[src/rtl/uart_tx_arbiter_pkg.sv]
`default_nettype none
// ============================================================================
//  Module      : uart_tx_arbiter_pkg
//  Description : Shared definitions for the UART transmit arbiter: FSM state
//                encodings, source index constants and the byte width.
//  Revision    : 1.0 - initial release
// ============================================================================
package uart_tx_arbiter_pkg;

    localparam int c_BYTE_W = 8;
    localparam int c_ST_W   = 2;

    typedef logic [c_ST_W-1:0] state_t;

    localparam state_t c_ST_IDLE  = 2'd0;   // no packet in progress
    localparam state_t c_ST_FETCH = 2'd1;   // waiting for the owner's next byte
    localparam state_t c_ST_GUARD = 2'd2;   // strobe cycle, UART busy not yet visible
    localparam state_t c_ST_DRAIN = 2'd3;   // waiting for the UART to finish

    localparam logic c_SRC0 = 1'b0;
    localparam logic c_SRC1 = 1'b1;

endpackage : uart_tx_arbiter_pkg
`default_nettype wire

[src/rtl/uart_tx_arbiter_if.sv]
`default_nettype none
// ============================================================================
//  Module      : uart_tx_arbiter_if
//  Description : Bundles the two source byte streams and the UART transmit
//                handshake seen by the arbiter.
//                slave  : arbiter side (takes requests, drives the UART)
//                master : environment side (sources + UART)
//  Ports       : reqN_valid/byte/last/ready, is_transmitting, transmit,
//                tx_byte, owner, busy, abort
//  Revision    : 1.0 - initial release
// ============================================================================
interface uart_tx_arbiter_if;

    logic                                   req0_valid;
    logic [uart_tx_arbiter_pkg::c_BYTE_W-1:0] req0_byte;
    logic                                   req0_last;
    logic                                   req0_ready;
    logic                                   req1_valid;
    logic [uart_tx_arbiter_pkg::c_BYTE_W-1:0] req1_byte;
    logic                                   req1_last;
    logic                                   req1_ready;
    logic                                   is_transmitting;
    logic                                   transmit;
    logic [uart_tx_arbiter_pkg::c_BYTE_W-1:0] tx_byte;
    logic                                   owner;
    logic                                   busy;
    logic                                   abort;

    modport slave (
        input  req0_valid, req0_byte, req0_last,
        input  req1_valid, req1_byte, req1_last,
        input  is_transmitting,
        output req0_ready, req1_ready,
        output transmit, tx_byte, owner, busy, abort
    );

    modport master (
        output req0_valid, req0_byte, req0_last,
        output req1_valid, req1_byte, req1_last,
        output is_transmitting,
        input  req0_ready, req1_ready,
        input  transmit, tx_byte, owner, busy, abort
    );

endinterface : uart_tx_arbiter_if
`default_nettype wire

[src/rtl/uart_tx_arbiter_rr_arbiter2.sv]
`default_nettype none
// ============================================================================
//  Module      : rr_arbiter2
//  Description : Combinational two-way round-robin arbiter. On a tie the
//                request that did not win last time is granted.
//  Ports       : i_req[1:0]     request lines
//                i_last_winner  index of the previous winner
//                o_grant        granted index (meaningful when o_valid)
//                o_valid        at least one request is present
//  Revision    : 1.0 - initial release
// ============================================================================
module rr_arbiter2 (
    input  wire logic [1:0] i_req,
    input  wire logic       i_last_winner,
    output logic            o_grant,
    output logic            o_valid
);

    assign o_valid = |i_req;
    // Single request: its own index (i_req[1]). Tie: the one that lost last.
    assign o_grant = (&i_req) ? ~i_last_winner : i_req[1];

endmodule : rr_arbiter2
`default_nettype wire

[src/rtl/uart_tx_arbiter.sv]
`default_nettype none
// ============================================================================
//  Module      : uart_tx_arbiter
//  Description : Shares one UART transmitter between two byte-stream packet
//                sources. Packet-granular round robin, one byte outstanding
//                at the UART at a time, stall timeout aborts a hung packet.
//  Ports       : clock, reset (sync, active high)
//                bus (uart_tx_arbiter_if.slave): source streams, UART
//                handshake, owner/busy/abort status
//  Revision    : 1.0 - initial release
// ============================================================================
module uart_tx_arbiter
    import uart_tx_arbiter_pkg::*;
#(
    parameter int TIMEOUT = 1023,   // stalled FETCH cycles before abort, 0 = off
    parameter int TW      = 10      // counter width, 2**TW > TIMEOUT
) (
    input  wire logic       clock,
    input  wire logic       reset,
    uart_tx_arbiter_if.slave bus
);

    localparam logic          c_TMO_EN   = (TIMEOUT != 0);
    localparam logic [TW-1:0] c_TMO_LAST = (TIMEOUT == 0) ? '0 : TW'(TIMEOUT - 1);

    state_t                r_state,       w_state_nxt;
    logic                  r_transmit,    w_transmit_nxt;
    logic [c_BYTE_W-1:0]   r_tx_byte,     w_tx_byte_nxt;
    logic                  r_owner,       w_owner_nxt;
    logic                  r_last_winner, w_last_winner_nxt;
    logic                  r_abort,       w_abort_nxt;
    logic                  r_last_flag,   w_last_flag_nxt;
    logic [TW-1:0]         r_count,       w_count_nxt;

    logic                  w_grant;
    logic                  w_any_req;
    logic                  w_own_valid;
    logic [c_BYTE_W-1:0]   w_own_byte;
    logic                  w_own_last;
    logic                  w_fetch_rdy;
    logic                  w_xfer;

    rr_arbiter2 u_rr (
        .i_req         ({bus.req1_valid, bus.req0_valid}),
        .i_last_winner (r_last_winner),
        .o_grant       (w_grant),
        .o_valid       (w_any_req)
    );

    assign w_own_valid = (r_owner == c_SRC1) ? bus.req1_valid : bus.req0_valid;
    assign w_own_byte  = (r_owner == c_SRC1) ? bus.req1_byte  : bus.req0_byte;
    assign w_own_last  = (r_owner == c_SRC1) ? bus.req1_last  : bus.req0_last;

    // Acceptance also waits for the UART to be idle; this is what keeps a
    // byte still in flight after a reset from being overrun.
    assign w_fetch_rdy = (r_state == c_ST_FETCH) && !bus.is_transmitting;
    assign w_xfer      = w_fetch_rdy && w_own_valid;

    assign bus.req0_ready = w_fetch_rdy && (r_owner == c_SRC0);
    assign bus.req1_ready = w_fetch_rdy && (r_owner == c_SRC1);
    assign bus.transmit   = r_transmit;
    assign bus.tx_byte    = r_tx_byte;
    assign bus.owner      = r_owner;
    assign bus.busy       = (r_state != c_ST_IDLE);
    assign bus.abort      = r_abort;

    always_comb begin
        w_state_nxt       = r_state;
        w_transmit_nxt    = 1'b0;
        w_tx_byte_nxt     = r_tx_byte;
        w_owner_nxt       = r_owner;
        w_last_winner_nxt = r_last_winner;
        w_abort_nxt       = 1'b0;
        w_last_flag_nxt   = r_last_flag;
        w_count_nxt       = r_count;

        case (r_state)
            c_ST_IDLE: begin
                if (w_any_req) begin
                    w_owner_nxt = w_grant;
                    w_state_nxt = c_ST_FETCH;
                end
            end
            c_ST_FETCH: begin
                if (w_xfer) begin
                    w_tx_byte_nxt   = w_own_byte;
                    w_transmit_nxt  = 1'b1;
                    w_last_flag_nxt = w_own_last;
                    w_count_nxt     = '0;
                    w_state_nxt     = c_ST_GUARD;
                end else if (w_own_valid) begin
                    // Stall must be consecutive; a present byte held off by
                    // a busy UART restarts the count.
                    w_count_nxt = '0;
                end else if (c_TMO_EN) begin
                    if (r_count == c_TMO_LAST) begin
                        w_abort_nxt       = 1'b1;
                        w_last_winner_nxt = r_owner;
                        w_count_nxt       = '0;
                        w_state_nxt       = c_ST_IDLE;
                    end else begin
                        w_count_nxt = r_count + 1'b1;
                    end
                end
            end
            c_ST_GUARD: begin
                // UART busy rises one cycle after the strobe, so it is not
                // trusted here.
                w_state_nxt = c_ST_DRAIN;
            end
            c_ST_DRAIN: begin
                if (!bus.is_transmitting) begin
                    if (r_last_flag) begin
                        w_last_winner_nxt = r_owner;
                        w_state_nxt       = c_ST_IDLE;
                    end else begin
                        w_state_nxt = c_ST_FETCH;
                    end
                end
            end
            default: w_state_nxt = c_ST_IDLE;
        endcase
    end

    always_ff @(posedge clock) begin
        if (reset) begin
            r_state       <= c_ST_IDLE;
            r_transmit    <= 1'b0;
            r_tx_byte     <= '0;
            r_owner       <= c_SRC0;
            r_last_winner <= c_SRC1;
            r_abort       <= 1'b0;
            r_last_flag   <= 1'b0;
            r_count       <= '0;
        end else begin
            r_state       <= w_state_nxt;
            r_transmit    <= w_transmit_nxt;
            r_tx_byte     <= w_tx_byte_nxt;
            r_owner       <= w_owner_nxt;
            r_last_winner <= w_last_winner_nxt;
            r_abort       <= w_abort_nxt;
            r_last_flag   <= w_last_flag_nxt;
            r_count       <= w_count_nxt;
        end
    end

endmodule : uart_tx_arbiter
`default_nettype wire

[src/flat_wrapper.sv]
// flat-port wrapper written by rule: the top's interface ports become plain ports
module uart_tx_arbiter_flat import uart_tx_arbiter_pkg::*;
#(
    parameter int TIMEOUT = 1023,                                                
    parameter int TW      = 10                                       
)
  (clock, reset, bus_req0_valid, bus_req0_byte, bus_req0_last, bus_req1_valid, bus_req1_byte, bus_req1_last, bus_is_transmitting, bus_req0_ready, bus_req1_ready, bus_transmit, bus_tx_byte, bus_owner, bus_busy, bus_abort);
  uart_tx_arbiter_if bus_i ();
  input  wire logic clock;
  input  wire logic reset;
  input wire logic [$bits(bus_i.req0_valid)-1:0] bus_req0_valid;
  input wire logic [$bits(bus_i.req0_byte)-1:0] bus_req0_byte;
  input wire logic [$bits(bus_i.req0_last)-1:0] bus_req0_last;
  input wire logic [$bits(bus_i.req1_valid)-1:0] bus_req1_valid;
  input wire logic [$bits(bus_i.req1_byte)-1:0] bus_req1_byte;
  input wire logic [$bits(bus_i.req1_last)-1:0] bus_req1_last;
  input wire logic [$bits(bus_i.is_transmitting)-1:0] bus_is_transmitting;
  output wire logic [$bits(bus_i.req0_ready)-1:0] bus_req0_ready;
  output wire logic [$bits(bus_i.req1_ready)-1:0] bus_req1_ready;
  output wire logic [$bits(bus_i.transmit)-1:0] bus_transmit;
  output wire logic [$bits(bus_i.tx_byte)-1:0] bus_tx_byte;
  output wire logic [$bits(bus_i.owner)-1:0] bus_owner;
  output wire logic [$bits(bus_i.busy)-1:0] bus_busy;
  output wire logic [$bits(bus_i.abort)-1:0] bus_abort;
  assign bus_i.req0_valid = bus_req0_valid;
  assign bus_i.req0_byte = bus_req0_byte;
  assign bus_i.req0_last = bus_req0_last;
  assign bus_i.req1_valid = bus_req1_valid;
  assign bus_i.req1_byte = bus_req1_byte;
  assign bus_i.req1_last = bus_req1_last;
  assign bus_i.is_transmitting = bus_is_transmitting;
  assign bus_req0_ready = bus_i.req0_ready;
  assign bus_req1_ready = bus_i.req1_ready;
  assign bus_transmit = bus_i.transmit;
  assign bus_tx_byte = bus_i.tx_byte;
  assign bus_owner = bus_i.owner;
  assign bus_busy = bus_i.busy;
  assign bus_abort = bus_i.abort;
  uart_tx_arbiter #(.TIMEOUT(TIMEOUT), .TW(TW)) u_core (.clock(clock), .reset(reset), .bus(bus_i));
endmodule
[config.mk]
export PLATFORM = sky130hd
export DESIGN_NAME = uart_tx_arbiter_flat
export DESIGN_NICKNAME = d
export VERILOG_FILES = /design/src/rtl/uart_tx_arbiter_pkg.sv /design/src/rtl/uart_tx_arbiter_if.sv /design/src/rtl/uart_tx_arbiter_rr_arbiter2.sv /design/src/rtl/uart_tx_arbiter.sv /design/src/flat_wrapper.sv
export SDC_FILE = /design/constraint.sdc
export NUM_CORES = 1
export LEC_CHECK = 0
export CORE_MARGIN = 1
export CORE_UTILIZATION = 35
export CTS_CLUSTER_DIAMETER = 60
export CTS_CLUSTER_SIZE = 12
export DETAILED_ROUTE_END_ITERATION = 16
export PLACE_DENSITY = 0.74
export SYNTH_ARGS = -nofsm -noshare
export SYNTH_HDL_FRONTEND = slang
export SYNTH_SLANG_ARGS = --single-unit
[constraint.sdc]
create_clock -name clock -period 1.5 [get_ports clock]
set_input_delay 0.15 -clock clock [delete_from_list [all_inputs] [get_ports clock]]
set_output_delay 0.15 -clock clock [all_outputs]
set_load 0.05 [all_outputs]
-- After elaboration in Yosys (flattened, before gate mapping)
Cells that the tools add are included.
- bits in registers: 25
- input port bits: 23
- output and inout port bits: 14
- word-level logic and storage cells: 62
- add/sub/neg operators: 1
- equal/unequal tests: 12
- mux-type cells: 22
- bitwise gates (word level): 3
- reductions and logical operators: 16
- operators with widths (kind ; count):
    2-to-1 mux 10 bit ; 3
    2-to-1 mux 1 bit ; 11
    adder 10 x 1 -> 10 bit, second input constant ; 1
    equality test 10 bit, second input constant ; 1
    2-to-1 mux 2 bit ; 5
    inequality test 2 bit, second input constant ; 5
    2-to-1 mux 8 bit ; 1
    one-hot mux 2 bit (4 select lines) ; 1
    AND reduction 2 bit ; 3
    AND reduction 6 bit ; 1
    equality test 2 bit, second input constant ; 2
    logical AND 1 bit ; 4
    AND reduction 4 bit ; 1
    nonzero test 2 bit ; 2
    OR reduction 2 bit ; 2
    OR reduction 4 bit ; 1
    inequality test 3 x 2 -> 1 bit, second input constant ; 1
    inequality test 3 bit, second input constant ; 1
    inverter 1 bit ; 3
    equality test 2 x 1 -> 1 bit, second input constant ; 1
    zero test 2 bit ; 1
    inequality test 2 x 1 -> 1 bit, second input constant ; 1
    one-hot mux 1 bit (2 select lines) ; 1
    zero test 1 bit ; 1

-- Longest topological paths before layout
Gate-level depths: netlist of the first run.
- depth in word-level cells: 5
- depth in mapped cells: 7
- mapped depth without buffers: 6

-- Cells and area by module
From an unflattened synthesis of the first run, not the netlist that was laid out.
- cell total of the unflattened synthesis: 131
- area, all modules: 1208.7 µm²
- modules (own cells, without submodules) (module ; times used ; cells each ; area an instance (µm²) ; seq. area each (µm²)):
    uart_tx_arbiter ; 1 ; 129 ; 1194.9 ; 500.5
    rr_arbiter2 ; 1 ; 2 ; 13.8 ; 0.0

-- Worst setup path after synthesis of the first run
OpenSTA, ideal clock, no wires.
- kind: flip-flop to output port
- from: register u_core.r_owner (netlist: u_core.bus.owner)
- to: output bus_req0_ready
- arrival time: 2.085 ns
- required time: 1.350 ns
- slack: -0.735 ns
- cell stages (with the launch flop): 4
- buffers on the path: 2
- path through: dfxtp_1 > buf_6 > clkbuf_1 > nor3_1
- word-level cells in the longest chain between the ends: 2
- RTL lines (item ; line ; source):
    start, declared ; uart_tx_arbiter.sv:29 ; logic r_owner, w_owner_nxt;
    start signal, assigned ; uart_tx_arbiter.sv:130 ; r_owner <= c_SRC0;
    start signal, assigned ; uart_tx_arbiter.sv:139 ; r_owner <= w_owner_nxt;
    inverter 1 bit ; uart_tx_arbiter.sv:59 ; assign bus.req0_ready = w_fetch_rdy && (r_owner == c_SRC0);
    logical AND 1 bit ; uart_tx_arbiter.sv:59 ;
    end, declared ; flat_wrapper.sv:18 ; output wire logic [$bits(bus_i.req0_ready)-1:0] bus_req0_ready;
No other way between the ends.

-- Worst setup path after layout of the first run
- from: register u_core.r_owner (netlist: u_core.bus.owner)
- to: register u_core.r_count[8]
- word-level cells in the longest chain between the ends: 3
- elaborated cells between the ends (all ways): 4
- those cells by class: mux: 3; reduce/logical: 1
- RTL lines (item ; line ; source):
    2-to-1 mux 1 bit * ; uart_tx_arbiter.sv:50 ; assign w_own_valid = (r_owner == c_SRC1) ? bus.req1_valid : bus.req0_valid;
    2-to-1 mux 10 bit or logical AND 1 bit (tied branches) ; uart_tx_arbiter.sv:91, uart_tx_arbiter.sv:57 ;
    2-to-1 mux 10 bit * ; uart_tx_arbiter.sv:85 ; if (w_xfer) begin
    end signal, assigned ; uart_tx_arbiter.sv:143 ; r_count <= w_count_nxt;
    end, declared ; uart_tx_arbiter.sv:33 ; logic [TW-1:0] r_count, w_count_nxt;
Every way passes the cells marked *; elsewhere a longest branch is shown, timed or not.
A chain may end at the register's enable or synchronous reset.

==> results.cfg, run 1 <==
[critical_path]
crit_start = u_core.bus.owner
critPathMaxStageDelay_ns = 0.40
endpoint_kind = register
cp.required_ns = 1.76
cp_slowest_cell = dfxtp_4
cp_top_family = simple AND/OR/NAND/NOR gates
cp_max_fo = 4
critPathKind = register to register
rr_startpoint = u_core.bus.owner
crit_buf_inv = 0
cp_cell_sequence = mux2_4 -> or3_4 -> or3_1 -> o21ai_1
critPathLaunchType = register
cp.arrival_ns = 1.74

[synthesis]
synth_top_area_share_pct = 40.2
avgSynthCellArea_sq_um = 8.71
synth_cells = 143
synthArstFlopShare_pct = 0
synth_cell_types = 33
synthTopCellsByArea = dfxtp_1 40%, mux2i_1 10%, a211oi_1 6.0%
synth_ff_type = dfxtp_1
ys_seq_area_share_pct = 40.2
synth-warning-count = 0
netlist_area_sq_mm = 0.00124
synth_nets = 168
ys_seq_elements = 25
synth-edff-count = 0
netlist.top_cell.by_area = dfxtp_1

[timing]
drv_slew = 0
period_share_pct = 98.5
period_minus_slack_ns = 1.48
rsz0062_at_grt = true
max_freq_mhz = 677
finalHoldViolCount = 0
finClkSkew_ns = 0.00438
max_slew_margin_pct = 72.6
setup_viol = 0
worst_slew_pin_slew_ns = 0.406

[routing]
first_iter_violations = 87
wl_um = 3140
drc_errors = 0
via_per_inst = 5.06
avgRoutedWirePerCell_um = 12.7
postRouteAntennaNets = 0
dr.pass1.iters = 4
vias = 1254

[global_route]
antenna_found_initial = 0
grt_pass1_wl_um = 5100
grt_remaining_overflow = 0
grt_pass1_vias = 1259
grt_max_degree = 20
grt_usage_pct = 18.2

[clocking]
htree_levels = 1
root_buffer = clkbuf_4
clk_pin_slew_ns = 0.14
clock-sinks = 25
cts_buffer_depth = 2
cts_made_buffers = 3
cts_tree = built
clkLatencyLatePin_ns = 0.31
holdBufCountCts = 0

[power_and_ir_drop]
peakVddDrop_mv = 0.359
p_total_mw = 1.49
power_leakage_nw = 0.732
pwr_density_cell_mw_per_mm2 = 760

[cells_and_area]
multi_input_area_sq_um = 738
ff_latch_area_sq_um = 510
diodes = 0
nets = 228
area_growth_pct = 57.7
drive_above_1_share_pct = 30.7
final_cells = 248
fill_cells = 330

[floorplanning]
io_pins = 37
dieWidth_um = 61.6
die_h_um = 61.6
dieArea_sq_mm = 0.00380
rows = 21
start_util_pct = 37.0
coreArea_sq_mm = 0.00336

[outcome]
status = completed

[place]
place_inst = 239
io_buffers = 36
gp_congestion = 0.861
dp_hpwl_um = 2390

[worst_hold_path]
hp-class = register to register
hp-start = u_core.r_count[7]

[job]
maxCapViolCount = 0
-- final cells by class --
| cell class | instances | area share, % |
|---|---|---|
| multi-input combinational | 103 | 37.6 |
| timing repair buffer | 63 | 30.8 |
| inverter | 7 | 1.34 |
| clock buffer | 4 | 1.34 |
| sequential | 25 | 26.0 |
| tap | 46 | 2.93 |
-- through the flow --
stage | hold WS [ns] | util [%] | cell area (sq um) | setup slack, ns | TNS, ns
2_1_floorplan | 0.229 | - | 1270 | -0.155 | -0.401
3_3_place_gp | 0.444 | 55.0 | 1850 | -0.229 | -1.99
3_5_place_dp | 0.451 | 55.0 | 1850 | -0.269 | -2.79
4_1_cts | 0.464 | 56.1 | 1890 | 0.00142 | 0
5_1_grt | 0.476 | 58.4 | 1960 | -0.0455 | -0.0750
6_report | 0.469 | 58.4 | 1960 | 0.0218 | 0
-- routing by layer --
layer | GRT usage [%] | part of all wire (%) | up-vias
met5 | 0 | 0 | -
met4 | 6.35 | 0.92 | 0
met3 | 4.41 | 5.5 | 4
met2 | 34.9 | 52 | 39
met1 | 19.0 | 41 | 573
li1 | - | - | 638
-- worst reg2reg max path, delay by kind of cell (launching register included) --
kind | cells | cell delay, ns
AO/OA/AOI/OAI | 1 | 0.08
flip-flops | 1 | 0.40
multiplexers | 1 | 0.32
AND/OR/NAND/NOR | 2 | 0.63
-- cell usage after synthesis (2+ instances only) --
master	number
buf_2	3
a21oi_1	2
a31oi_1	5
xor2_1	2
a211oi_1	10
nor3_1	7
and4_1	3
nor2b_1	2
o211ai_1	2
ha_1	2
nand4_1	4
nand3_1	6
nand2_1	8
dfxtp_1	25
nand2b_1	3
nor2_1	16
o21ai_0	4
clkbuf_1	4
inv_1	7
mux2i_1	13
or3_1	2
a22oi_1	2
-- kinds of logic after synthesis --
group                      count (synthesis)  synth area share, %
xor gates and xnor gates                   2                 1.41
muxes                                     14                 11.7
adders and majority gates                  2                 2.01
DFF                                       25                 40.2
AOI/OAI and AO/OA                         29                 15.8
buffers and inverters                     15                 5.43
and+or+nand+nor                           56                 23.5
-- path summary, 6_finish.rpt --
check	slack, ns	depth (start not counted)	to
hold / removal	0.47	1	u_core.r_count[7]
setup / recovery	0.02	4	u_core.r_count[8]
hold reg to reg	0.47	1	u_core.r_count[7]
setup reg to reg	0.02	4	u_core.r_count[8]
-- power by group --
part	internal [mW]	total (mW)	switching, mW
Combinational	0.231	0.470	0.239
Sequential	0.694	0.715	0.0209
Clock	0.104	0.306	0.203
Total	1.03	1.49	0.462
-- registers in the layout, summed over array words and instances (netlist names), named ones only --
signal                flops
u_core.r_last_flag        1
u_core.r_last_winner      1
u_core.r_count           10
u_core.r_state            1
u_core.bus.abort          1
u_core.bus.tx_byte        8
u_core.bus.owner          1
u_core.bus.transmit       1
-- cell usage in the layout (no fill, tap or decap), types with 2 or more instances in the layout --
cell type,count
nor2b_1,2
o211ai_1,2
o21ai_1,2
buf_4,33
o21ai_0,3
xor2_1,2
nand3_1,6
a31oi_1,5
a21oi_1,2
nor2_1,15
clkdlybuf4s50_1,22
clkbuf_4,3
nand4_1,4
inv_1,7
nor3_4,3
dfxtp_4,2
nand2b_1,2
mux2i_1,12
a22oi_1,2
a211oi_1,9
dfxtp_1,21
and4_1,2
nand2_1,8
nor3_1,4
dfxtp_2,2
buf_12,6
-- what timing repair did --
action / 4_1_cts / 5_1_grt
pin swaps: 1 / 2
setup buffers: 0 / 4
resized for setup: 4 / 13
setup endpoints to repair: 4 / 8
gates cloned: 0 / 1
Power figures use the tool's default switching activity.
==> run 2: changes to the inputs <==
--- a/config.mk
+++ b/config.mk
@@ -7,10 +7,11 @@
 export LEC_CHECK = 0
 export CORE_MARGIN = 1
 export CORE_UTILIZATION = 35
+export CTS_BUF_LIST = sky130_fd_sc_hd__clkbuf_8
 export CTS_CLUSTER_DIAMETER = 60
 export CTS_CLUSTER_SIZE = 12
 export DETAILED_ROUTE_END_ITERATION = 16
-export PLACE_DENSITY = 0.74
+export PLACE_DENSITY = 0.75
 export SYNTH_ARGS = -nofsm -noshare
 export SYNTH_HDL_FRONTEND = slang
 export SYNTH_SLANG_ARGS = --single-unit
==> results.cfg, run 2 (synthesis gave the netlist of run 1 again) <==
[outcome]
status = completed

[routing]
wl_um = 3100
drc_errors = 0
wl_met3_um = 175
wl_met1_um = 1240
maxUsedRoutingLayer = met4
postRouteAntennaNets = 0
dr.pass1.iters = 4
first_iter_violations = 68
avgRoutedWirePerCell_um = 12.6
vias = 1264
wl_met2_um = 1660
via_per_inst = 5.16

[clocking]
cts_buffer_depth = 2
holdBufCountCts = 0
htree_levels = 1
clk_pin_slew_ns = 0.08
cts_tree = built
clkLatencyLatePin_ns = 0.27
cts_made_buffers = 3
clock-sinks = 25
root_buffer = clkbuf_8

[timing]
whs_ns = 0.465
worst_slew_pin_slew_ns = 0.444
finalHoldViolCount = 0
period_share_pct = 99.5
period_minus_slack_ns = 1.49
drv_slew = 0
finClkSkew_ns = 0.00382
setup_viol = 0
max_freq_mhz = 670
rsz0062_at_grt = true
final.setup.worst_slack_ns = 0.00698
max_slew_margin_pct = 70.1

[cells_and_area]
top_register = u_core.r_count
final_common_cell = buf_4
final_design_area_no_fill_sq_mm = 0.00194
drive_above_1_share_pct = 28.6
nets = 225
final_cell_mix = 33 x buf_4, 22 x clkdlybuf4s50_1, 21 x dfxtp_1
fill_cells = 322
largest_reg_flops = 10
fin_util_pct = 57.6
diodes = 0
area_growth_pct = 55.6

[global_route]
grt_remaining_overflow = 0
antenna_found_initial = 0
grt_usage_pct = 18.5
grt_pass1_vias = 1257
grt_max_degree = 20
grt_pass1_wl_um = 5110

[critical_path]
rr_startpoint = u_core.bus.owner
cp.arrival_ns = 1.70
reg2reg_depth = 4
critPathMaxStageDelay_ns = 0.38
cp_cell_sequence = mux2_4 -> or3_4 -> or3_1 -> o21ai_1
critPathLaunchType = register
crit_buf_inv = 0
cp_max_fo = 4
critPathKind = register to register
r2r_end = u_core.r_count[8]
endpoint_kind = register
reg2reg_setup_slack_ns = 0.007
cp_slowest_cell = dfxtp_4
cp.required_ns = 1.71
cp_top_family = simple AND/OR/NAND/NOR gates

[floorplanning]
coreArea_sq_mm = 0.00336
die_h_um = 61.6
start_util_pct = 37.0
dieArea_sq_mm = 0.00380
io_pins = 37
dieWidth_um = 61.6
rows = 21

[power_and_ir_drop]
power_leakage_nw = 0.722
p_total_mw = 1.55
pwr_density_cell_mw_per_mm2 = 801
peakVddDrop_mv = 0.481

[place]
io_buffers = 36
dp_hpwl_um = 2420
gp_congestion = 0.829
place_area_sq_mm = 0.00184
pre_cts_ws_ns = -0.228

[job]
maxCapViolCount = 0

[worst_hold_path]
worstHoldEndpoint = u_core.r_count[7]
hp-class = register to register
hp-start = u_core.r_count[7]
holdPathStages = 1
## run 2: worst max-delay path by stage
stage,slack [ns],start,to,depth (start not counted)
2_1_floorplan,-0.16,u_core.bus.owner,u_core.r_count[8],5
3_3_place_gp,-0.20,bus_req1_valid,u_core.r_count[8],5
3_5_place_dp,-0.23,bus_req1_valid,u_core.r_count[8],5
4_1_cts,0.002,u_core.bus.owner,u_core.r_count[8],4
5_1_grt,-0.06,u_core.bus.owner,u_core.r_count[8],4
6_report,0.007,u_core.bus.owner,u_core.r_count[8],4
## run 2: metrics by stage
step	setup TNS, ns	std cells
final	0	245
after global routing	-0.137	245
after CTS	0	243
after detailed placement	-2.23	239
after global placement	-1.16	239
after floorplan	-0.401	143
## run 2: worst reg2reg max path, stage by stage (launching register included)
cell and delay (ns):
dfxtp_4 0.38, mux2_4 0.31, or3_4 0.37, or3_1 0.30, o21ai_1 0.07
## run 2: area by class of cell
type                            instances  area (sq um)  share of cell area, %
Tap cell                               46          57.6                   2.97
Clock buffer                            3          41.3                   2.13
Inverter                                7          26.3                   1.36
Sequential cell                        25           510                   26.4
Clock inverter                          1          3.75                  0.194
Multi-Input combinational cell        103           729                   37.7
Timing Repair Buffer                   60           568                   29.3
## run 2: timing repair
item | 4_1_cts | 5_1_grt
endpoints found under the setup margin | 2 | 9
pin swaps | 0 | 5
gates resized for setup | 3 | 11
buffers inserted | 0 | 2
## run 2: power breakdown
group          switching, mW  total, mW  internal (mW)
combinational          0.231      0.449          0.218
clock                  0.204      0.387          0.183
sequential            0.0235      0.715          0.692
## run 2: layer usage
| metal | GRT usage [%] | vias up |
|---|---|---|
| met5 | 0 | - |
| met4 | 2.86 | 0 |
| met3 | 6.09 | 2 |
| met2 | 37.5 | 37 |
| met1 | 18.2 | 592 |
| li1 | - | 633 |
